<file path="config.mk">
export PLATFORM = sky130hd
export DESIGN_NAME = stopwatch_bcd_cnt
export DESIGN_NICKNAME = d
export VERILOG_FILES = /design/src/rtl/stopwatch_bcd_cnt_pkg.sv /design/src/rtl/stopwatch_bcd_cnt_bcd_digit.sv /design/src/rtl/stopwatch_bcd_cnt.sv
export SDC_FILE = /design/constraint.sdc
export NUM_CORES = 1
export LEC_CHECK = 0
export BUFFER_PORTS_ARGS = -buffer_cell sky130_fd_sc_hd__buf_2
export CAP_MARGIN = 10
export CORE_AREA = 2 2 98 100
export DETAILED_ROUTE_END_ITERATION = 12
export DIE_AREA = 0 0 100 102
export PLACE_DENSITY = 0.5
export SYNTH_ARGS = -nofsm -noshare
export SYNTH_HDL_FRONTEND = slang
export SYNTH_SLANG_ARGS = --single-unit
</file>
<file path="constraint.sdc">
create_clock -name clk -period 2.24 [get_ports clk]
set_input_delay 0.112 -clock clk [delete_from_list [all_inputs] [get_ports clk]]
set_output_delay 0.112 -clock clk [all_outputs]
set_load 0.02 [all_outputs]
</file>
<file path="src/rtl/stopwatch_bcd_cnt_pkg.sv">
// Shared types and constants for the stopwatch time base and BCD digit chain.
package stopwatch_pkg;

   typedef enum logic {
      STOPPED = 1'b0,
      RUNNING = 1'b1
   } state_t;

   typedef logic [3:0] bcd_t;

   localparam bcd_t DIGIT_MAX = 4'd9;
   localparam bcd_t TENS_MAX  = 4'd5;

   // Next BCD value; anything at or beyond max (including corrupted codes) returns to 0.
   function automatic bcd_t bcd_next(input bcd_t d, input bcd_t max);
      bcd_t n;
      if (d >= max) begin
         n = 4'd0;
      end else begin
         n = d + 4'd1;
      end
      return n;
   endfunction

endpackage

</file>
<file path="src/rtl/stopwatch_bcd_cnt_bcd_digit.sv">
// One BCD digit of the stopwatch chain; carry is combinational so a whole
// ripple of carries lands on a single clock edge.
module bcd_digit
   import stopwatch_pkg::*;
#(
   parameter bcd_t MAX = DIGIT_MAX
) (
   input  logic       clk,
   input  logic       reset_n,
   input  logic       clr,
   input  logic       inc,
   output logic [3:0] digit,
   output logic       carry
);

   bcd_t digit_r;

   // Digit register: clear has priority over increment.
   always_ff @(posedge clk or negedge reset_n) begin
      if (!reset_n) begin
         digit_r <= 4'd0;
      end else if (clr) begin
         digit_r <= 4'd0;
      end else if (inc) begin
         digit_r <= bcd_next(digit_r, MAX);
      end else begin
         digit_r <= digit_r;
      end
   end

   assign digit = digit_r;
   assign carry = inc & (digit_r == MAX);

endmodule

</file>
<file path="src/rtl/stopwatch_bcd_cnt.sv">
// Stopwatch top: button synchronizers, run/stop FSM, 0.1 s prescaler and a
// three-digit BCD count 00.0..59.9 that wraps silently.
module stopwatch_bcd_cnt
   import stopwatch_pkg::*;
#(
   parameter int CLK_DIV = 1000000
) (
   input  logic       clk,
   input  logic       reset_n,
   input  logic       strtstop,
   input  logic       clr,
   output logic [3:0] tenths,
   output logic [3:0] sec_ones,
   output logic [3:0] sec_tens,
   output logic       running,
   output logic       tick
);

   localparam int PRE_W = $clog2(CLK_DIV);
   localparam logic [PRE_W-1:0] PRE_LAST = PRE_W'(CLK_DIV - 1);

   logic             s1_r, s2_r, s3_r;
   logic             c1_r, c2_r;
   logic             ss_edge_s;
   logic             clr_s;
   state_t           state_r;
   logic [PRE_W-1:0] pre_r;
   logic             running_r;
   logic             tick_r;
   logic             pre_wrap_s;
   logic             inc_s;
   logic             dig_clr_s;
   logic             tenths_carry_s;
   logic             ones_carry_s;
   logic             wrap_unused_s;

   // Button synchronizers; the third strtstop stage feeds the rising-edge detect.
   always_ff @(posedge clk or negedge reset_n) begin
      if (!reset_n) begin
         s1_r <= 1'b0;
         s2_r <= 1'b0;
         s3_r <= 1'b0;
         c1_r <= 1'b0;
         c2_r <= 1'b0;
      end else begin
         s1_r <= strtstop;
         s2_r <= s1_r;
         s3_r <= s2_r;
         c1_r <= clr;
         c2_r <= c1_r;
      end
   end

   assign ss_edge_s  = s2_r & ~s3_r;
   assign clr_s      = c2_r;
   assign pre_wrap_s = (pre_r == PRE_LAST);

   // Increment and clear strobes for the digit chain, decoded from the current state.
   always_comb begin
      inc_s     = 1'b0;
      dig_clr_s = 1'b0;
      case (state_r)
         STOPPED: begin
            inc_s     = 1'b0;
            dig_clr_s = clr_s;
         end
         RUNNING: begin
            // A stop edge coinciding with the last prescaler count swallows the tick.
            inc_s     = pre_wrap_s & ~ss_edge_s;
            dig_clr_s = 1'b0;
         end
         default: begin
            inc_s     = 1'b0;
            dig_clr_s = 1'b0;
         end
      endcase
   end

   // Run/stop FSM with prescaler and registered running/tick outputs.
   always_ff @(posedge clk or negedge reset_n) begin
      if (!reset_n) begin
         state_r   <= STOPPED;
         pre_r     <= {PRE_W{1'b0}};
         running_r <= 1'b0;
         tick_r    <= 1'b0;
      end else begin
         case (state_r)
            STOPPED: begin
               if (ss_edge_s) begin
                  state_r   <= RUNNING;
                  running_r <= 1'b1;
               end else begin
                  state_r   <= STOPPED;
                  running_r <= 1'b0;
               end
               if (clr_s) begin
                  pre_r <= {PRE_W{1'b0}};
               end else begin
                  pre_r <= pre_r;
               end
               tick_r <= 1'b0;
            end
            RUNNING: begin
               if (ss_edge_s) begin
                  // Prescaler holds so a resumed run finishes the partial tenth.
                  state_r   <= STOPPED;
                  running_r <= 1'b0;
                  pre_r     <= pre_r;
               end else begin
                  state_r   <= RUNNING;
                  running_r <= 1'b1;
                  if (pre_wrap_s) begin
                     pre_r <= {PRE_W{1'b0}};
                  end else begin
                     pre_r <= pre_r + {{(PRE_W-1){1'b0}}, 1'b1};
                  end
               end
               tick_r <= inc_s;
            end
            default: begin
               state_r   <= STOPPED;
               running_r <= 1'b0;
               pre_r     <= {PRE_W{1'b0}};
               tick_r    <= 1'b0;
            end
         endcase
      end
   end

   bcd_digit #(.MAX(DIGIT_MAX)) u_tenths (
      .clk     (clk),
      .reset_n (reset_n),
      .clr     (dig_clr_s),
      .inc     (inc_s),
      .digit   (tenths),
      .carry   (tenths_carry_s)
   );

   bcd_digit #(.MAX(DIGIT_MAX)) u_sec_ones (
      .clk     (clk),
      .reset_n (reset_n),
      .clr     (dig_clr_s),
      .inc     (tenths_carry_s),
      .digit   (sec_ones),
      .carry   (ones_carry_s)
   );

   // The tens carry marks the 59.9 -> 00.0 wrap, which is deliberately not reported.
   bcd_digit #(.MAX(TENS_MAX)) u_sec_tens (
      .clk     (clk),
      .reset_n (reset_n),
      .clr     (dig_clr_s),
      .inc     (ones_carry_s),
      .digit   (sec_tens),
      .carry   (wrap_unused_s)
   );

   assign running = running_r;
   assign tick    = tick_r;

endmodule

</file>
==> results of run 1 <==
==> sequential cells by signal (all words and copies together) (netlist names), 4 cells and up <==
signal,flops
pre_r,20
u_sec_ones.digit,4
u_sec_tens.digit,4
u_tenths.digit,4
==> layer usage <==
metal  up-vias  track usage  part of all wire
met2        38        0.189              0.46
li1        968            -                 -
met3         8       0.0280             0.036
met1       942        0.162              0.50
met4         0       0.0327            0.0089
met5         -            0                 0
==> worst reg2reg max path, stage by stage (launching register included) <==
cell	delay (ps)
dfrtp_1	400
ha_4	170
nand4_4	70
or4_4	570
or4_4	460
mux2i_1	140
or2_4	240
==> final cells by class <==
class                      instances  area [µm²]  share of cell area
clock inverter                     3        67.6              0.0239
sequential                        39         976               0.346
tap                              111         139              0.0492
multi-input combinational        177        1200               0.426
inverter                          12        45.0              0.0160
clock buffer                       5        68.8              0.0244
timing repair buffer              48         325               0.115
==> where the power goes <==
part / leakage, nW / internal, mW / switching [mW]
combinational: 0.670 / 0.218 / 0.336
clock: 0.0644 / 0.444 / 0.270
sequential: 0.528 / 0.745 / 0.0570
==> cells in the mapped netlist, types with 2 or more instances <==
| cell | n |
|---|---|
| o21ai_0 | 18 |
| a311o_1 | 3 |
| inv_1 | 12 |
| and3_1 | 4 |
| clkbuf_1 | 6 |
| a21o_1 | 2 |
| nor3b_1 | 3 |
| and2_1 | 3 |
| nand4b_1 | 3 |
| dfrtp_1 | 39 |
| nand2b_1 | 4 |
| mux2_2 | 2 |
| nor2b_1 | 3 |
| nor4_1 | 10 |
| nor2_1 | 4 |
| ha_1 | 10 |
| nand3_1 | 11 |
| nand2_1 | 32 |
| xnor2_1 | 3 |
| nand3b_1 | 3 |
| nor4b_1 | 3 |
| or2_2 | 3 |
| a21oi_1 | 9 |
| nand4_1 | 7 |
| or4_4 | 2 |
| or3_1 | 5 |
| buf_2 | 2 |
| nor3_1 | 5 |
| mux2i_1 | 4 |
==> logic make-up (layout without fill, tap and decap cells) <==
| kind of cell | Yosys count | count (layout) |
|---|---|---|
| compound gates | 48 | 48 |
| xor+xnor | 3 | 3 |
| fa+ha+maj | 10 | 10 |
| buf+inv | 22 | 68 |
| flops | 39 | 39 |
| mux | 6 | 6 |
| simple gates | 110 | 110 |
==> stage by stage <==
stage          area (µm²)  total power, mW  std cells  hold slack [ps]
6_report             2820             2.07        395              352
5_1_grt              2820             2.19        395              362
4_1_cts              2790             2.06        391              358
3_5_place_dp         2620             1.33        380              221
3_3_place_gp         2620             1.33        380              220
2_1_floorplan        2270             1.10        238             -184
==> what timing repair did <==
action	in CTS	in global routing
hold buffers	3	0
endpoints found under the setup margin	0	9
setup buffers	0	4
endpoints found under the hold margin	41	0
gates resized for setup	0	2
==> path summary, 6_finish.rpt <==
path | endpoint | slack [ps]
max | u_sec_tens.digit[2] | 90
min | c2_r | 350
max reg2reg | u_sec_tens.digit[2] | 90
min reg2reg | c2_r | 350
max in group asynchronous | pre_r[19] | 1190
min in group asynchronous | u_tenths.digit[2] | 480
==> reports/metrics.yaml, run 1 <==
synth_top_family_by_area: "simple AND/OR/NAND/NOR gates"
synthSimpleGateAreaFrac: 0.279
critPathLaunchType: "register"
clk_latency_ps: 300
synthCells: 238
muxShareOfSynthArea: 0.0279
p_per_area_nw_per_um2: 733
dieArea_um2: 10200
place_ws_ps: 74.9
syn_area_um2: 2240
dp_hpwl_mm: 4.06
slew_violations: 0
gr-total-overflow: 0
cap_violations: 0
setup_ws_ps: 90.6
final_core_util: 0.310
ioPinCount: 18
port_buffers: 17
r2r_start: "pre_r[0]"
slowest_stage: "or4_4"
synth-edff-count: 0
num_rows: 35
yosysWarnings: 0
period_share: 0.960
timing.reg2reg.worst_path_depth: 6
synth_nets: 252
synthXorXnorAreaFrac: 0.0117
cts.htree.levels: 2
required_ps: 2430
cpPeakStageDelay_ps: 570
skew_ps: 3.94
drt-vias-per-instance: 4.95
antenna_found_initial: 0
drtPass1Iterations: 4
hold_viol_final: 0
path_max_fanout: 4
drive_gt1_frac: 0.243
startpoint: "pre_r[0]"
yosys-top-cells-area: "dfrtp_1 44%, ha_1 5.6%, nand2_1 5.4%"
grt_pass1_wl_mm: 9.52
synth_cell_types: 52
clk_path_buf_depth: 2
cts.sinks: 39
num_vias: 1956
synthFlopType: "dfrtp_1"
min_period_ps: 2150
worstPathCellList: "ha_4, nand4_4, or4_4, or4_4, mux2i_1, or2_4"
remaining_drc_errors: 0
initial_core_util: 0.246
layout_common_cells: "39 x dfrtp_1, 32 x nand2_1, 28 x buf_4"
worst-setup-path-type: "register to register"
die_h_um: 102
rsz0062_at_grt: "false"
synth-compound-area-share: 0.147
synth-adder-area-share: 0.0558
cts_made_buffers: 5
worstHoldPathCells: 0
fmax_ghz: 0.465
clock-root-buffer: "clkbuf_8"
hold_class: "register to register"
clkTransAtPathRegs_ps: 80
endpoint_kind: "register"
cpMostUsedCell: "or4_4"
core_area_um2: 9110
status: "finished clean"
crit_arrival_ps: 2340
drtIter0Drc: 89
synth_top_area_share: 0.435
drt_wl_total_mm: 5.75
wl_per_cell_um: 14.5
yosysTopAreaCell: "dfrtp_1"
cts_tree: "built"
synth_seq_area_share: 0.435
grt_max_degree: 40
grt_pass1_vias: 1862
final_common_cell: "dfrtp_1"
tightest_slew_ps: 926
n_antenna_cell: 0
avgSynthCellArea_um2: 9.43
path_buf_inv: 0
slew_headroom: 0.382
fillCellCount: 963
min_from: "c1_r"
ir_drop_uv: 291
setup_viol: 0
p_leak_nw: 1.26
final_nets: 297
cp.depth: 6
areaGrowthSynthToFinish_pct: 25.8
synth_seq_cells: 39
track_usage: 0.118
ys_async_sr_fraction: 1.00
crit_family: "simple AND/OR/NAND/NOR gates"
die_w_um: 100
globalplace.congestion: 0.837
antenna_left: 0
finalSetupTns_ps: 0
(Power assumes the default switching activity.)
==> run 2, diff against run 1 <==
- CORE_AREA: 2 2 98 100 -> 2 2 72 74
- DIE_AREA: 0 0 100 102 -> 0 0 74 76
- PLACE_DENSITY: 0.5 -> 0.73
- clock period: 2.24 -> 2.8 ns (I/O delays scaled with it)
==> run 2 against run 1 <==
Effect of this change: sequential power fell by 20%; register-to-register slack improved by 200 ps; global-route usage rose by 6.5 points; final area fell by 11%; non-clock buffer count fell by 23; fmax fell by 14%; critical path type unchanged; critical endpoint unchanged; largest cell class unchanged; largest power group unchanged; highest routed layer unchanged.
==> reports/metrics.yaml, run 2 (synthesis results as in run 1) <==
layout_common_cells: "39 x dfrtp_1, 32 x nand2_1, 18 x o21ai_0"
clockPowerShare: 0.272  # -0.073
ioPinCount: 18  # unchanged
worst-setup-path-type: "register to register"
required_ps: 2980  # +550 ps
grt_pass1_wl_mm: 8.00  # -16%
critPathLaunchType: "register"
fmax_ghz: 0.399  # -14%
drtIter0Drc: 105  # +18%
min_period_ps: 2500  # +355 ps
final_common_cell: "dfrtp_1"
ir_drop_uv: 291  # -0.28%
slew_violations: 0  # unchanged
path_max_fanout: 7  # +3
clk_latency_ps: 290  # about the same
drt_wl_total_mm: 4.71  # -18%
clock-root-buffer: "clkbuf_8"
swShare: 0.349  # +0.0293
cts_tree: "built"
dp_hpwl_mm: 3.35  # -17%
ctsResizeCount: 0  # unchanged
antenna_left: 0  # unchanged
cpPeakStageDelay_ps: 590  # +20 ps
tightest_slew_ps: 851  # -75.2 ps
slew_headroom: 0.433  # +0.0501
largest_register_ffs: 20  # unchanged
worstPathCellList: "ha_1, nand4_2, or4_4, or4_4, mux2i_1, or2_2"
final_nets: 274  # -7.7%
drt-vias-per-instance: 5.67  # +15%
path_buf_inv: 0  # unchanged
grt_use_met1: 0.230  # +0.0681
whs_ps: 351  # -1.42 ps
initial_core_util: 0.457  # +0.210
track_usage: 0.184  # +0.0652
endpoint_kind: "register"
areaGrowthSynthToFinish_pct: 12.2
top_register: "pre_r"
period_share: 0.895  # -0.0651
drive_gt1_frac: 0.169  # -0.0744
postCtsHoldBufs: 3  # unchanged
slowest_stage: "or4_4"
setup_viol: 0  # unchanged
remaining_drc_errors: 0  # unchanged
rsz0062_at_grt: "false"
crit_family: "simple AND/OR/NAND/NOR gates"
die_w_um: 74  # -26%
busiest_layer: "met2"
core_area_um2: 4910  # -46%
num_rows: 26  # -26%
dieArea_um2: 5620  # -45%
p_leak_nw: 1.13  # -11%
cts_made_buffers: 5  # unchanged
p_per_area_nw_per_um2: 530  # -28%
power.total_mw: 1.33  # -36%
place_area_um2: 2400  # -8.3%
clkTransAtPathRegs_ps: 70  # about the same
status: "finished clean"
n_antenna_cell: 0  # unchanged
setup_ws_ps: 295  # +205 ps
cts.htree.levels: 2  # unchanged
die_h_um: 76  # -25%
crit_arrival_ps: 2680  # +340 ps
finalSetupTns_ps: 0  # unchanged
cap_violations: 0  # unchanged
use_met2: 0.287  # +0.0974
grt_max_degree: 40  # unchanged
power_frac_comb: 0.248  # -0.019
port_buffers: 17  # unchanged
cpMostUsedCell: "or4_4"
skew_ps: 6.05  # +2.10 ps
p_int_mw: 0.867  # -38%
cts_setup_buffers: 0  # unchanged
cts.sinks: 39  # unchanged
place_ws_ps: 311  # +236 ps
grt_pass1_vias: 1783  # -4.2%
wl_per_cell_um: 14.2  # -2.2%
antenna_found_initial: 0  # unchanged
p_seq_frac: 0.480  # +0.092
clk_path_buf_depth: 2  # unchanged
use_met3: 0.0489  # +0.0209
hold_class: "register to register"
drtPass1Iterations: 4  # unchanged
num_vias: 1877  # -4.0%
design_area_um2: 2520  # -11%
globalplace.congestion: 0.846  # +1.1%
power_switching_mw: 0.466  # -30%
hold_viol_final: 0  # unchanged
gr-total-overflow: 0  # unchanged
==> run 2: cell count changes in the layout (fill, tap and decap cells not counted), sizes merged <==
| cell | previous run | this run |
|---|---|---|
| bufinv | 2 | 0 |
| clkinv | 0 | 3 |
| buf | 45 | 22 |
| clkinvlp | 1 | 0 |
==> run 2: final timing paths <==
| check | startpoint | endpoint | slack, ps | cells past startpoint |
|---|---|---|---|---|
| min in group asynchronous | reset_n | u_sec_ones.digit[3] | 500 | 2 |
| worst min-delay path | c1_r | c2_r | 350 | 0 |
| worst min register to register | c1_r | c2_r | 350 | 0 |
| max in group asynchronous | reset_n | u_tenths.digit[3] | 1770 | 2 |
| worst max register to register | pre_r[0] | u_sec_tens.digit[2] | 300 | 6 |
| worst max-delay path | pre_r[0] | u_sec_tens.digit[2] | 300 | 6 |
==> run 2: routing by layer <==
metal,part of all wire,vias to the layer above
li1,-,922
met1,0.47,915
met2,0.48,27
met3,0.028,13
met4,0.029,0
met5,0,-
==> run 2: through the flow <==
| stage | util | instances |
|---|---|---|
| 2_1_floorplan | - | 238 |
| 3_3_place_gp | 0.489 | 320 |
| 3_5_place_dp | 0.489 | 320 |
| 4_1_cts | 0.512 | 331 |
| 5_1_grt | 0.512 | 331 |
| 6_report | 0.512 | 331 |
==> run 2: layout make-up <==
cell class	instances	area [µm²]
Sequential cell	39	976
Fill cell	461	2400
Inverter	12	45.0
Clock inverter	3	15.0
Timing Repair Buffer	25	153
Multi-Input combinational cell	177	1170
Clock buffer	5	68.8
Tap cell	70	87.6
==> run 2: power by group through the flow <==
stage                     registers (mW)  logic (mW)  clock network [mW]
after floorplan                    0.650       0.209                   0
after global placement             0.649       0.318                   0
after detailed placement           0.651       0.325                   0
after CTS                          0.640       0.330               0.380
after global routing               0.646       0.367               0.404
final                              0.640       0.330               0.363
==> run 3, diff against run 2 <==
- BUFFER_PORTS_ARGS: -buffer_cell sky130_fd_sc_hd__buf_2 -> -buffer_cell sky130_fd_sc_hd__buf_4
==> run 3 against run 2 <==
Effect of this change: via count stayed put; final area grew 2.3%; combinational power grew 2%; setup slack got worse by 20 ps; hold slack about the same; routed wire length is 3.3% higher; fmax fell by 0.78%; die area is the same; flip-flop and latch count stayed put; largest power group unchanged; highest routed layer unchanged.
==> reports/metrics.yaml, run 3 (synthesis results as in run 1) <==
grt_max_degree: 40  # unchanged
clock-root-buffer: "clkbuf_8"
final_common_cell: "dfrtp_1"
antenna_left: 0  # unchanged
period_share: 0.902  # +0.00704
cpPeakStageDelay_ps: 590  # about the same
remaining_drc_errors: 0  # unchanged
core_area_um2: 4910  # unchanged
timing.reg2reg.worst_path_depth: 6  # unchanged
fmax_ghz: 0.396  # -0.78%
worstPathCellList: "ha_1, nand4_2, or4_4, or4_4, mux2i_1, or2_2"
tightest_slew_ps: 589  # -262 ps
dieArea_um2: 5620  # unchanged
clk_path_buf_depth: 2  # unchanged
path_max_fanout: 7  # unchanged
die_w_um: 74  # unchanged
clkTransAtPathRegs_ps: 70  # about the same
port_buffers: 17  # unchanged
multiInputGateArea_um2: 1170  # unchanged
setup_ws_ps: 276  # -19.7 ps
cts_made_buffers: 5  # unchanged
power.total_mw: 1.40  # +4.9%
cts_tree: "built"
worst-setup-path-type: "register to register"
place_ws_ps: 329  # +18.1 ps
crit_arrival_ps: 2700  # +20 ps
r2r_end: "u_sec_tens.digit[2]"
cap_violations: 0  # unchanged
slew_headroom: 0.605  # +0.172
gr-total-overflow: 0  # unchanged
top_register: "pre_r"
grt_pass1_wl_mm: 8.21  # +2.7%
min_period_ps: 2520  # +19.7 ps
initial_core_util: 0.457  # unchanged
finalSetupTns_ps: 0  # unchanged
drt_wl_total_mm: 4.86  # +3.3%
p_per_area_nw_per_um2: 543  # +2.5%
clk_latency_ps: 290  # about the same
num_rows: 26  # unchanged
slowest_stage: "or4_4"
num_vias: 1877  # unchanged
path_buf_inv: 0  # unchanged
cpMostUsedCell: "or4_4"
ioPinCount: 18  # unchanged
wl_per_cell_um: 14.7  # +3.3%
drtPass1Iterations: 4  # unchanged
status: "finished clean"
final_nets: 274  # unchanged
globalplace.congestion: 0.838  # -0.90%
critPathLaunchType: "register"
n_antenna_cell: 0  # unchanged
ff2ff_setup_slack_ps: 280  # -20 ps
track_usage: 0.183  # -0.00111
regArea_um2: 976  # unchanged
crit_family: "simple AND/OR/NAND/NOR gates"
fillCellCount: 447  # -3.0%
startpoint: "pre_r[0]"
endpoint_kind: "register"
rsz0062_at_grt: "false"
required_ps: 2980  # about the same
dp_hpwl_mm: 3.31  # -1.4%
drtIter0Drc: 102  # -2.9%
p_leak_nw: 1.13  # +0.48%
skew_ps: 3.70  # -2.34 ps
drive_gt1_frac: 0.165  # -0.00383
drt-vias-per-instance: 5.67  # unchanged
slew_violations: 0  # unchanged
ir_drop_uv: 276  # -4.9%
hold_class: "input pin to asynchronous set/reset pin"
cts.htree.levels: 2  # unchanged
layout_common_cells: "39 x dfrtp_1, 32 x nand2_1, 22 x buf_4"
die_h_um: 76  # unchanged
areaGrowthSynthToFinish_pct: 14.8
setup_viol: 0  # unchanged
hold_viol_final: 0  # unchanged
ctsResizeCount: 0  # unchanged
grt_pass1_vias: 1832  # +2.7%
cts_setup_buffers: 0  # unchanged
largest_register_ffs: 20  # unchanged
r2r_start: "pre_r[0]"
cts.sinks: 39  # unchanged
antenna_found_initial: 0  # unchanged
-- run 3: worst register-to-register path: stages (launching register included) --
cell     delay, ps
dfrtp_1        400
ha_1           260
nand4_2        160
or4_4          570
or4_4          590
mux2i_1        140
or2_2          290
-- run 3: power breakdown --
part | switching, mW | internal, mW | leakage [nW]
Clock | 0.192 | 0.225 | 0.0515
Combinational | 0.231 | 0.106 | 0.551
Sequential | 0.0479 | 0.597 | 0.528
-- run 3: timing repair --
item | CTS | global route
hold buffers | 3 | 0
hold endpoints to repair | 41 | 0
endpoints found under the setup margin | 0 | 0
-- run 3: layer usage --
layer | share of wire | wire (µm) | GRT usage
met2 | 0.49 | 2360 | 0.293
met3 | 0.036 | 176 | 0.0450
met4 | 0.0091 | 44 | 0.0436
met5 | 0 | 0 | 0
met1 | 0.47 | 2280 | 0.247
-- run 3: stage by stage --
step / utilization / cells / cell area (µm²) / hold WS (ps)
finish: 0.524 / 331 / 2570 / 351
floorplan: - / 238 / 2240 / -156
CTS: 0.524 / 331 / 2570 / 352
global route: 0.524 / 331 / 2570 / 364
detailed placement: 0.498 / 320 / 2440 / 147
global placement: 0.498 / 320 / 2440 / 140
-- run 3: cell type report --
cell class                      count  share of cell area
Clock buffer                        8              0.0389
Inverter                           12              0.0175
Multi-Input combinational cell    177               0.455
Sequential cell                    39               0.379
Tap cell                           70              0.0340
Timing Repair Buffer               25              0.0758
-- run 3: worst max path at each step --
| stage | endpoint | slack (ps) | cells after the start |
|---|---|---|---|
| floorplan | u_sec_tens.digit[2] | 380 | 7 |
| global placement | u_sec_tens.digit[2] | 380 | 6 |
| detailed placement | u_sec_tens.digit[2] | 330 | 6 |
| CTS | u_sec_tens.digit[2] | 280 | 6 |
| global route | u_tenths.digit[2] | 170 | 6 |
| finish | u_sec_tens.digit[2] | 280 | 6 |
